**src/rtl/prbs_pkg.sv**
```systemverilog
// Shared types and constants for the PRBS-15 burst sequencer and its pattern generator.
package prbs_pkg;

  typedef enum logic [2:0] {IDLE, LOAD, HDR, PAY, DONE} state_e;

  localparam int          BYTES_PER_WORD = 4;
  localparam logic [14:0] PRBS_SEED      = 15'h7ABC;
  localparam int          HDR_CNT_W      = 10;

endpackage

```
**src/rtl/prbs_burst_ctrl.sv**
```systemverilog
// Burst sequencer: holds the PRBS generator in reset while idle, releases it for
// 4*n header bytes plus cfg_len payload bytes, and tags each valid output byte.
//
// state | meaning
// IDLE  | generator held in reset, accepting a burst configuration
// LOAD  | one reset cycle with the new configuration stable on gen_*
// HDR   | generator running, emitting header bytes
// PAY   | generator running, emitting PRBS payload bytes
// DONE  | final byte on the generator output, burst counted
module prbs_burst_ctrl
  import prbs_pkg::*;
#(
  parameter int PAYLOAD_W = 16,
  parameter int CNT_W     = 8
) (
  input  logic                 clk,
  input  logic                 rst_n,
  input  logic                 cfg_valid,
  output logic                 cfg_ready,
  input  logic [31:0]          cfg_seq,
  input  logic [7:0]           cfg_n,
  input  logic [PAYLOAD_W-1:0] cfg_len,
  input  logic                 abort,
  output logic                 gen_rst,
  output logic [31:0]          gen_seq,
  output logic [7:0]           gen_n,
  output logic                 byte_valid,
  output logic                 hdr_phase,
  output logic                 busy,
  output logic                 done,
  output logic                 aborted,
  output logic [CNT_W-1:0]     burst_cnt
);

  state_e                 state_q, state_d;
  logic [HDR_CNT_W-1:0]   hdr_cnt_q, hdr_cnt_d;
  logic [PAYLOAD_W-1:0]   pay_cnt_q, pay_cnt_d;
  logic [31:0]            seq_q, seq_d;
  logic [7:0]             n_q, n_d;
  logic [CNT_W-1:0]       cnt_q, cnt_d;
  logic                   aborted_q, aborted_d;
  logic                   bv_q, bv_d;
  logic                   hp_q, hp_d;
  logic                   abort_hit;
  logic [7:0]             n_eff;

  always_comb begin
    state_d   = state_q;
    hdr_cnt_d = hdr_cnt_q;
    pay_cnt_d = pay_cnt_q;
    seq_d     = seq_q;
    n_d       = n_q;
    cnt_d     = cnt_q;
    aborted_d = 1'b0;
    // A zero repeat count still needs one header word: the generator cannot skip it.
    n_eff     = (cfg_n == 8'd0) ? 8'd1 : cfg_n;
    abort_hit = abort && (state_q inside {LOAD, HDR, PAY});

    case (state_q)
      IDLE: begin
        if (cfg_valid) begin
          seq_d     = cfg_seq;
          n_d       = n_eff;
          hdr_cnt_d = HDR_CNT_W'(n_eff) * HDR_CNT_W'(BYTES_PER_WORD);
          pay_cnt_d = cfg_len;
          state_d   = LOAD;
        end
      end
      LOAD: state_d = HDR;
      HDR: begin
        hdr_cnt_d = hdr_cnt_q - HDR_CNT_W'(1);
        if (hdr_cnt_q == HDR_CNT_W'(1))
          state_d = (pay_cnt_q == '0) ? DONE : PAY;
      end
      PAY: begin
        pay_cnt_d = pay_cnt_q - PAYLOAD_W'(1);
        if (pay_cnt_q == PAYLOAD_W'(1)) state_d = DONE;
      end
      DONE: begin
        cnt_d   = cnt_q + CNT_W'(1);
        state_d = IDLE;
      end
      default: state_d = IDLE;
    endcase

    if (abort_hit) begin
      state_d   = IDLE;
      aborted_d = 1'b1;
    end

    // Valid/phase trail the state by one cycle to line up with the generator's output register.
    bv_d = (state_q inside {HDR, PAY}) && !abort_hit;
    hp_d = (state_q == HDR) && !abort_hit;
  end

  always_ff @(posedge clk) begin
    if (!rst_n) begin
      state_q   <= IDLE;
      hdr_cnt_q <= '0;
      pay_cnt_q <= '0;
      seq_q     <= '0;
      n_q       <= '0;
      cnt_q     <= '0;
      aborted_q <= 1'b0;
      bv_q      <= 1'b0;
      hp_q      <= 1'b0;
    end else begin
      state_q   <= state_d;
      hdr_cnt_q <= hdr_cnt_d;
      pay_cnt_q <= pay_cnt_d;
      seq_q     <= seq_d;
      n_q       <= n_d;
      cnt_q     <= cnt_d;
      aborted_q <= aborted_d;
      bv_q      <= bv_d;
      hp_q      <= hp_d;
    end
  end

  assign cfg_ready  = (state_q == IDLE);
  assign busy       = (state_q != IDLE);
  assign gen_rst    = (state_q == IDLE) || (state_q == LOAD);
  assign done       = (state_q == DONE);
  assign gen_seq    = seq_q;
  assign gen_n      = n_q;
  assign byte_valid = bv_q;
  assign hdr_phase  = hp_q;
  assign aborted    = aborted_q;
  assign burst_cnt  = cnt_q;

endmodule

```
**config.mk**
```make
export PLATFORM = sky130hd
export DESIGN_NAME = prbs_burst_ctrl
export DESIGN_NICKNAME = d
export VERILOG_FILES = /design/src/rtl/prbs_pkg.sv /design/src/rtl/prbs_burst_ctrl.sv
export SDC_FILE = /design/constraint.sdc
export NUM_CORES = 1
export LEC_CHECK = 0
export BUFFER_PORTS_ARGS = -buffer_cell sky130_fd_sc_hd__buf_2
export CAP_MARGIN = 20
export CELL_PAD_IN_SITES_DETAIL_PLACEMENT = 2
export CELL_PAD_IN_SITES_GLOBAL_PLACEMENT = 2
export CORE_ASPECT_RATIO = 1.4
export CORE_UTILIZATION = 28
export CTS_BUF_LIST = sky130_fd_sc_hd__clkbuf_16
export CTS_CLUSTER_SIZE = 14
export DETAILED_ROUTE_END_ITERATION = 12
export MAX_ROUTING_LAYER = met4
export PLACE_DENSITY = 0.87
export REMOVE_ABC_BUFFERS = 1
export SYNTH_ARGS = -nofsm -noshare
export SYNTH_HDL_FRONTEND = slang
export SYNTH_SLANG_ARGS = --single-unit
```
**constraint.sdc**
```tcl
create_clock -name clk -period 2.2 [get_ports clk]
set_input_delay 0.22 -clock clk [delete_from_list [all_inputs] [get_ports clk]]
set_output_delay 0.22 -clock clk [all_outputs]
set_load 0.03 [all_outputs]
```
## Yosys cells after proc, flatten, opt, wreduce, memory -nomap -nowiden

Cells that the tools add are included.

| storage, ports and cells | value |
|---|---|
| flip-flop bits (word level) | 80 |
| bits of input ports | 60 |
| output and inout bits | 55 |
| word-level logic and storage cells | 51 |

| operators by class | value |
|---|---|
| add/sub/neg operators | 3 |
| equality and inequality tests | 9 |
| mux-type cells | 11 |
| bitwise logic cells | 1 |
| reductions and logical operators | 18 |

Operators by type and width:

| operator | number |
|---|---|
| $pmux W16 S2 | 1 |
| $pmux W10 S2 | 1 |
| $eq A16 B1 Y1 const B | 1 |
| $logic_not A16 Y1 | 1 |
| $mux W16 | 1 |
| $sub A16 B1 Y16 const B | 1 |
| $mux W3 | 4 |
| $pmux W3 S4 | 1 |
| $eq A10 B1 Y1 const B | 1 |
| $mux W10 | 1 |
| $sub A10 B1 Y10 const B | 1 |
| $add A8 B1 Y8 const B | 1 |
| $logic_not A8 Y1 | 1 |
| $mux W8 | 1 |
| $eq A3 B2 Y1 const B | 2 |
| $ne A2 B2 Y1 const B | 3 |
| $reduce_and A2 Y1 | 3 |
| $reduce_bool A2 Y1 | 3 |
| $reduce_bool A3 Y1 | 2 |
| $eq A3 B1 Y1 const B | 1 |
| $eq A3 B3 Y1 const B | 1 |
| $logic_and A1 B1 Y1 | 3 |
| $logic_not A3 Y1 | 1 |
| $reduce_and A3 Y1 | 1 |
| 5 further kinds | 5 |

## Longest topological paths before layout

Gate-level depths: netlist of the first run.

| depth | value |
|---|---|
| depth after elaboration | 5 |
| gate-level depth with buffers | 6 |
| mapped depth without buffers | 6 |

## Worst setup path after synthesis of the first run

OpenSTA, ideal clock, no wires.

| timing | value |
|---|---|
| kind | flip-flop to output port |
| start | register state_q[1] |
| end | output cfg_ready |
| data arrival time | 1.618 ns |
| data required time | 1.980 ns |
| path slack | 0.362 ns |
| stages on the path, launching flop included | 5 |
| path buffers | 1 |
| cell sequence | dfxtp_1 > clkbuf_1 > nor2_1 > nand2_1 > inv_1 |

| on the way | value |
|---|---|
| longest elaborated chain between the ends | 1 |

RTL lines:

| what | line | text |
|---|---|---|
| from (decl) | prbs_burst_ctrl.sv:35 | `state_e state_q, state_d;` |
| from (signal assigned) | prbs_burst_ctrl.sv:108 | `state_q <= state_d;` |
| $logic_not A3 Y1 | prbs_burst_ctrl.sv:120 | `assign cfg_ready = (state_q == IDLE);` |
| to (decl) | prbs_burst_ctrl.sv:19 | `output logic cfg_ready,` |

Every way passes these cells.

## Final worst setup path of the first run

| timing | value |
|---|---|
| start | register state_q[2] |
| end | output done |

| on the way | value |
|---|---|
| longest elaborated chain between the ends | 1 |

RTL lines:

| what | line | text |
|---|---|---|
| $eq A3 B3 Y1 | prbs_burst_ctrl.sv:123 | `assign done = (state_q == DONE);` |
| to (decl) | prbs_burst_ctrl.sv:30 | `output logic done,` |

Every way passes these cells.

==> results of run 1 <==
[cell usage in the layout, fill, tap and decap left out, types with 3 or more instances in the layout]
cell type / instances
clkinv_4: 3
dfxtp_1: 80
a31oi_1: 11
nor2_1: 34
o211ai_1: 9
xor2_1: 6
a21oi_1: 56
clkbuf_16: 9
mux2i_1: 3
nor3b_1: 3
nor4_1: 9
or4_1: 5
inv_1: 10
buf_4: 16
nor3_1: 6
and3_1: 3
nand4_1: 9
ha_1: 4
o21ai_0: 14
buf_2: 114
nand2b_1: 3
nand3b_1: 3
nand2_1: 95
nand3_1: 10
or3_1: 4
[critical path, cell delays in order, from the launching register on]
cell     delay [ns]
dfxtp_1        0.46
buf_4          0.19
nor3b_2        0.53
buf_2          0.31
[synthesized netlist by cell type, types with 4 or more instances]
library cell   n
a21oi_1       56
a31oi_1       11
buf_1          4
clkbuf_1      21
dfxtp_1       80
ha_1           5
inv_1          9
nand2_1       95
nand3_1       10
nand4_1        9
nor2_1        34
nor3_1         6
nor4_1         9
o211ai_1       9
o21ai_0       14
or3_1          4
or4_1          5
xor2_1         6
[flip-flops by register name, summed over array words and instances, names as in the netlist]
name,count
burst_cnt,8
gen_n,8
gen_seq,32
aborted,1
hdr_phase,1
pay_cnt_q,16
hdr_cnt_q,10
state_q,3
byte_valid,1
[metal layers]
metal / part of all wire [%] / routed length, microns / track usage [%]
met4: 2.0 / 256 / 8.09
met3: 3.9 / 490 / 3.29
met5: 0 / 0 / -
met2: 53 / 6680 / 37.3
met1: 41 / 5090 / 21.7
[stage by stage]
step | worst slack [ns] | cell area, sq um | hold slack [ns] | util, %
after CTS | 0.00444 | 4600 | 0.107 | 38.4
after global routing | 0.0751 | 4610 | 0.115 | 38.5
after floorplan | -1.64 | 3380 | 0.337 | -
after global placement | 0.250 | 4280 | 0.438 | 35.7
after detailed placement | 0.154 | 4280 | 0.449 | 35.7
final | 0.159 | 4610 | 0.119 | 38.5
[cells by family (layout without fill, tap and decap cells)]
family	after synthesis	after routing
compound gates	110	110
flops	80	80
fa+ha+maj	5	5
buf+inv	38	157
xor+xnor	7	7
simple gates	194	194
mux	4	4
[final cells by class]
class,instances,area share (%)
clock buffers,9,4.88
clock inverters,7,2.12
repair buffers,131,15.4
flip-flops and latches,80,34.7
well taps,147,3.99
multi-input cells,320,38.1
inverters,10,0.814
[path summary, 6_finish.rpt]
kind	from	endpoint	slack (ns)
max reg2reg	pay_cnt_q[0]	state_q[1]	0.20
min	cfg_seq[0]	gen_seq[0]	0.12
max	state_q[2]	done	0.16
min reg2reg	gen_n[3]	gen_n[3]	0.45
[power by group through the flow]
stage / Combinational, uW / Sequential (uW) / Clock [uW]
5_1_grt: 850 / 1650 / 1740
3_3_place_gp: 735 / 1650 / 0
4_1_cts: 786 / 1630 / 1670
3_5_place_dp: 770 / 1660 / 0
6_report: 780 / 1630 / 1630
2_1_floorplan: 354 / 1750 / 0
==> impl_metrics.csv, run 1 <==
group,metric,value,unit
clocking,postCtsHoldBufs,0,
sta,period_minus_slack,2.04,ns
synthesis,avgSynthCellArea,7.96,sq um
layout,seqCellArea,1600,sq um
layout,multi_input_area,1760,sq um
drt,wl,12500,microns
synthesis,synth_fa_ha_area_share,1.79,%
layout,area_growth,32.3,%
global_routing,overflow,0,
sta,relSlewSlack,58.5,%
clocking,h-tree-depth,3,
sta,tightest_slew,0.619,ns
placed_design,place.port_buffers,114,
worst_setup_path,arrival,1.82,ns
placed_design,dp.cells,688,
drt,drt_iter0_drc,121,
power_and_ir_drop,power,4040,uW
status,outcome,"finished, final reports clean",
synthesis,synth-simple-area-share,26.3,%
clocking,cts_sinks,80,
clocking,cts_setup_buffers,0,
placed_design,hpwl,8720,microns
global_routing,grt_pass1_vias,3955,
power_and_ir_drop,p_int,2820,uW
power_and_ir_drop,swShare,30.3,%
worst_setup_path,r2r_cells,6,
power_and_ir_drop,p_sw,1220,uW
die,die_h,134,microns
power_and_ir_drop,power_density,876,nW/um^2
drt,ant_nets,0,
sta,tns,0,ns
die,initial_core_util,29.1,%
synthesis,yosys_warnings,0,
layout,filler_cell_count,1401,
clocking,cts_buffer_depth,2,
power_and_ir_drop,power_frac_clock,40.3,%
synthesis,ys_ff_latch,80,
drt,post_drt_wl_per_cell,17.8,microns
global_routing,antenna_found_initial,0,
sta,post-route-period-util,92.8,%
layout,finalNonFillerCells,704,
min_path,hp-class,"input pin to flop",
drt,drc,0,
drt,via_per_inst,5.25,
global_routing,grt_usage,20.6,%
sta,hold_violations,0,
die,die_area,12900,sq um
die,rows,47,
drt,vias,3699,
placed_design,place_congestion,0.865,
clocking,clk_pin_slew_worst_paths,0.07,ns
sta,clock_skew,0.00893,ns
synthesis,yosysTopAreaCellShare,45.9,%
power_and_ir_drop,comb_power_share,19.3,%
clocking,cts_resized,0,
clocking,insertion_delay,0.34,ns
synthesis,ys_types,51,
synthesis,async_reset_ff_share,0,%
sta,setup_violations,0,
synthesis,yosysSeqAreaShare,45.9,%
sta,grt_setup_unrepaired,"no",
clocking,cts_buffers,9,
synthesis,synth_xor_area_share,1.76,%
synthesis,ys.flop_type,"dfxtp_1",
sta,max_freq,0.490,GHz
power_and_ir_drop,power_leakage,0.00198,uW
die,core-area,12000,sq um
synthesis,synth_edf_count,0,
worst_setup_path,required,1.98,ns
drt,drtPass1Iterations,4,
clocking,cts_tree,"yes",
synthesis,syn_area,3490,sq um
global_routing,grt_first_pass_wirelength,19900,microns
synthesis,muxShareOfSynthArea,1.18,%
worst_setup_path,cp-start-kind,"flop",
worst_setup_path,critPathMaxFanout,9,
synthesis,synth-compound-area-share,18.8,%
synthesis,yosys.area.top_type,"dfxtp_1",
power_and_ir_drop,ir_worst_vdd,0.445,mV
layout,drive_gt1_share,28.0,%
die,ios,115,
sta,maxSlewViolCount,0,
layout,antenna_cells,0,
global_routing,grt_max_degree,58,
min_path,hold_depth,3,
worst_setup_path,crit_type,"flop to output port",
power_and_ir_drop,power_frac_seq,40.4,%
clocking,root_buffer,"clkbuf_16",
die,dieWidth,96.3,microns
layout,nNetsFinal,617,
synthesis,synth_top_family_by_area,"simple AND/OR/NAND/NOR gates",
synthesis,synthCells,438,
synthesis,synthTopCellsByArea,"dfxtp_1, nand2_1, a21oi_1",
worst_setup_path,endpoint_kind,"output port",
flow_run,max_cap_violations,0,
Note: power is estimated with default switching activity, not from simulation.
==> run 2, diff against run 1 <==
==> constraint.sdc (replaced) <==
create_clock -name clk -period 2.2 [get_ports clk]
set_input_delay 0.55 -clock clk [delete_from_list [all_inputs] [get_ports clk]]
set_output_delay 0.55 -clock clk [all_outputs]
set_load 0.03 [all_outputs]
==> impl_metrics.csv, run 2 (synthesis gave the netlist of run 1 again) <==
group,metric,value,unit
drt,ant_nets,0,
clocking,cts_sinks,80,
sta,max_freq,0.480,GHz
die,dieWidth,96.3,microns
worst_setup_path,required,2.43,ns
die,ios,115,
sta,tightest_slew,0.645,ns
power_and_ir_drop,power_density,872,nW/um^2
clocking,h-tree-depth,3,
drt,wl,12100,microns
clocking,cts_buffer_depth,2,
power_and_ir_drop,power_leakage,0.00199,uW
clocking,clk_pin_slew_worst_paths,0.06,ns
status,outcome,"finished, final reports clean",
global_routing,antenna_found_initial,0,
drt,vias,3715,
placed_design,place_congestion,0.802,
min_path,min_to,"gen_seq[28]",
global_routing,overflow,0,
layout,finish.utilization,38.7,%
worst_setup_path,path_delay_family,"compound AO/OA/AOI/OAI gates",
worst_setup_path,r2r_cells,6,
placed_design,dp.cells,690,
drt,via_per_inst,5.26,
die,rows,47,
layout,largest_reg_flops,32,
layout,filler_cell_count,1360,
min_path,min_from,"cfg_seq[28]",
layout,finalNonFillerCells,706,
clocking,cts_buffers,9,
global_routing,grt_pass1_vias,4035,
worst_setup_path,rrSetupSlack,0.12,ns
sta,clock_skew,0.00595,ns
placed_design,dpl_cell_area,4310,sq um
layout,nNetsFinal,619,
worst_setup_path,crit_type,"flop to flop",
worst_setup_path,critPathMaxFanout,5,
layout,drive_gt1_share,28.3,%
layout,antenna_cells,0,
die,die_area,12900,sq um
layout,final_cell_area,4640,sq um
die,die_h,134,microns
clocking,insertion_delay,0.34,ns
sta,grt_setup_unrepaired,"no",
clocking,cts_resized,0,
clocking,cts_setup_buffers,0,
worst_setup_path,endpoint_kind,"flop",
power_and_ir_drop,ir_worst_vdd,0.363,mV
flow_run,max_cap_violations,0,
min_path,hp-class,"input pin to flop",
clocking,root_buffer,"clkbuf_16",
sta,period_minus_slack,2.08,ns
global_routing,grt_usage,20.2,%
worst_setup_path,cp-start-kind,"flop",
drt,drt_iter0_drc,104,
global_routing,grt_max_degree,58,
layout,final_common_cell,"buf_2",
drt,drtPass1Iterations,4,
worst_setup_path,arrival,2.32,ns
worst_setup_path,r2r_end,"state_q[1]",
worst_setup_path,regToRegStartpoint,"pay_cnt_q[0]",
sta,maxSlewViolCount,0,
die,initial_core_util,29.1,%
drt,post_drt_wl_per_cell,17.2,microns
sta,tns,0,ns
sta,post-route-period-util,94.6,%
global_routing,grt_first_pass_wirelength,19500,microns
worst_setup_path,slowest_stage,"or3b_2",
layout,area_growth,33.1,%
clocking,cts_tree,"yes",
die,core-area,12000,sq um
sta,setup_violations,0,
worst_setup_path,cpPeakStageDelay,0.49,ns
worst_setup_path,cp_num_buf_inv,1,
clocking,postCtsHoldBufs,0,
min_path,hold_depth,3,
worst_setup_path,crit_chain,"inv_1 > ha_2 > or3b_2 > o41ai_2 > o21ai_0 > a22o_1",
sta,hold_violations,0,
drt,drc,0,
placed_design,place.port_buffers,114,
layout,layout_common_cells,"buf_2, nand2_1, dfxtp_1",
placed_design,hpwl,8780,microns
sta,relSlewSlack,56.6,%
power_and_ir_drop,power,4040,uW
-- run 2: cell types whose count changed in the layout (fill, tap and decap cells not counted) --
cell	before	now
buf_12	1	2
inv_6	0	1
buf_4	16	17
clkinvlp_4	1	2
clkinv_4	3	1
-- run 2: area by class of cell --
class / count / area (sq um) / share of cell area, %
clock buffer: 9 / 225 / 4.85
clock inverter: 7 / 96.3 / 2.08
inverter: 10 / 37.5 / 0.809
multi-input combinational: 320 / 1760 / 37.9
sequential: 80 / 1600 / 34.5
tap: 147 / 184 / 3.96
timing repair buffer: 133 / 738 / 15.9
-- run 2: report_power, final --
group	internal [uW]	total [uW]	switching, uW
sequential	1550	1640	87.0
clock	996	1630	638
combinational	277	776	499
total	2820	4040	1220
-- run 2: worst register-to-register path: stages (launching register included) --
cell,delay (ns)
dfxtp_1,0.34
inv_1,0.14
ha_2,0.24
or3b_2,0.49
o41ai_2,0.37
o21ai_0,0.14
a22o_1,0.25
-- run 2: per-stage QoR --
stage / hold WS [ns] / setup slack [ns]
2_1_floorplan: 0.438 / -1.73
3_3_place_gp: 0.439 / 0.238
3_5_place_dp: 0.448 / 0.110
4_1_cts: 0.437 / 0.0444
5_1_grt: 0.437 / 0.0121
6_report: 0.443 / 0.118
-- run 2: layer usage --
layer	routed length (microns)	global-route usage, %	share of wire, %
met1	4850	21.2	40
met2	6490	36.4	53
met3	538	3.51	4.4
met4	265	8.33	2.2
met5	0	-	0
-- run 2: worst max-delay path by stage --
stage / slack (ns) / to / depth (start not counted) / startpoint
6_report: 0.12 / state_q[1] / 6 / pay_cnt_q[0]
3_3_place_gp: 0.24 / hdr_cnt_q[9] / 6 / cfg_valid
4_1_cts: 0.04 / state_q[1] / 6 / pay_cnt_q[0]
3_5_place_dp: 0.11 / hdr_cnt_q[9] / 6 / cfg_valid
2_1_floorplan: -1.73 / pay_cnt_q[14] / 4 / cfg_valid
5_1_grt: 0.01 / state_q[1] / 6 / pay_cnt_q[0]
==> run 3, diff against run 2 <==
--- a/config.mk
+++ b/config.mk
@@ -7,16 +7,15 @@
 export LEC_CHECK = 0
 export BUFFER_PORTS_ARGS = -buffer_cell sky130_fd_sc_hd__buf_2
 export CAP_MARGIN = 20
-export CELL_PAD_IN_SITES_DETAIL_PLACEMENT = 2
-export CELL_PAD_IN_SITES_GLOBAL_PLACEMENT = 2
 export CORE_ASPECT_RATIO = 1.4
-export CORE_UTILIZATION = 28
+export CORE_UTILIZATION = 50
 export CTS_BUF_LIST = sky130_fd_sc_hd__clkbuf_16
 export CTS_CLUSTER_SIZE = 14
 export DETAILED_ROUTE_END_ITERATION = 12
 export MAX_ROUTING_LAYER = met4
 export PLACE_DENSITY = 0.87
 export REMOVE_ABC_BUFFERS = 1
+export SLEW_MARGIN = 20
 export SYNTH_ARGS = -nofsm -noshare
 export SYNTH_HDL_FRONTEND = slang
 export SYNTH_SLANG_ARGS = --single-unit
==> impl_metrics.csv, run 3 (synthesis gave the netlist of run 1 again) <==
group,metric,value,unit
worst_setup_path,cp-start-kind,"flop",
drt,via_per_inst,5.57,
drt,drc,0,
power_and_ir_drop,ir_worst_vdd,0.571,mV
status,outcome,"finished, final reports clean",
flow_run,max_cap_violations,0,
power_and_ir_drop,power_density,863,nW/um^2
placed_design,dp_slack,0.145,ns
clocking,insertion_delay,0.33,ns
sta,relSlewSlack,64.5,%
layout,drive_gt1_share,27.3,%
drt,wl,9120,microns
sta,clock_skew,0.00651,ns
worst_setup_path,crit_type,"flop to output port",
drt,post_drt_wl_per_cell,14.1,microns
drt,vias,3597,
drt,drtPass1Iterations,5,
clocking,cts_buffers,9,
global_routing,antenna_found_initial,0,
clocking,cts_setup_buffers,0,
placed_design,dpl_cell_area,4200,sq um
global_routing,grt_max_degree,58,
layout,layout_common_cells,"buf_2, nand2_1, dfxtp_1",
worst_setup_path,r2r_cells,6,
min_path,hold_depth,3,
die,die_h,101,microns
layout,area_growth,29.4,%
placed_design,hpwl,6320,microns
layout,filler_cell_count,553,
global_routing,grt_usage,25.5,%
clocking,postCtsHoldBufs,0,
layout,largest_reg_flops,32,
min_path,hp-class,"input pin to flop",
die,rows,35,
drt,ant_nets,0,
layout,antenna_cells,0,
global_routing,overflow,0,
placed_design,place_congestion,0.855,
die,core-area,6660,sq um
worst_setup_path,arrival,1.52,ns
clocking,cts_buffer_depth,2,
sta,grt_setup_unrepaired,"no",
die,die_area,7310,sq um
clocking,root_buffer,"clkbuf_16",
drt,drt_iter0_drc,271,
clocking,cts_tree,"yes",
layout,final_cell_area,4510,sq um
global_routing,grt_first_pass_wirelength,14200,microns
sta,worst_slack,0.130,ns
die,dieWidth,72.6,microns
worst_setup_path,required,1.65,ns
clocking,cts_resized,0,
global_routing,grt_pass1_vias,3301,
placed_design,place.port_buffers,114,
sta,maxSlewViolCount,0,
sta,max_freq,0.483,GHz
worst_setup_path,endpoint_kind,"output port",
worst_setup_path,critPathMaxFanout,11,
clocking,clk_pin_slew_worst_paths,0.07,ns
power_and_ir_drop,power_leakage,0.00196,uW
layout,nNetsFinal,614,
sta,period_minus_slack,2.07,ns
die,initial_core_util,52.4,%
die,ios,115,
clocking,h-tree-depth,3,
layout,final_common_cell,"buf_2",
sta,post-route-period-util,94.1,%
clocking,cts_sinks,80,
layout,finish.utilization,67.8,%
sta,tightest_slew,0.528,ns
sta,setup_violations,0,
sta,hold_violations,0,
## run 3: cell count changes in the layout (fill, tap and decap cells not counted)
cell	previous run	this run
inv_2	1	0
o41ai_2	1	0
inv_8	0	1
ha_1	4	5
inv_6	1	3
clkinvlp_4	2	1
clkinv_1	0	1
inv_1	10	9
bufinv_16	2	1
ha_2	1	0
o41ai_1	1	2
buf_4	17	12
## run 3: per-stage QoR
stage                     hold slack [ns]  total power, uW  TNS [ns]  instances
after floorplan                     0.438             2110    -72.27        410
final                               0.452             3890         0        646
after global routing                0.450             4040         0        646
after CTS                           0.443             3900         0        646
after detailed placement            0.445             2380         0        630
after global placement              0.440             2350         0        630
## run 3: area by class of cell
type                    count  area (sq um)  area share, %
flip-flops and latches     80          1600           35.5
clock inverters             7          83.8           1.86
well taps                  92           115           2.55
repair buffers            128           701           15.5
inverters                  10          37.5          0.832
clock buffers               9           225           4.99
multi-input cells         320          1750           38.7
## run 3: power breakdown
part | internal (uW) | leakage (uW) | switching, uW
logic | 270 | 0.00116 | 461
clock network | 901 | 0.000149 | 637
registers | 1550 | 0.000656 | 77.5
## run 3: critical path: stages (launching register included)
cell and delay [ns]:
dfxtp_1 0.54, nor3b_2 0.38, buf_2 0.27
## run 3: worst paths after layout
path | start | end | slack, ns
setup reg to reg | pay_cnt_q[0] | state_q[1] | 0.18
setup / recovery | state_q[2] | done | 0.13
hold reg to reg | gen_seq[21] | gen_seq[21] | 0.45
hold / removal | cfg_seq[12] | gen_seq[12] | 0.45
## run 3: routing by layer
metal,vias up,share of wire [%],GRT usage (%)
met5,-,0,-
met1,1650,40,27.5
li1,1773,-,-
met4,0,2.8,14.9
met3,24,7.6,5.20
met2,150,50,42.7
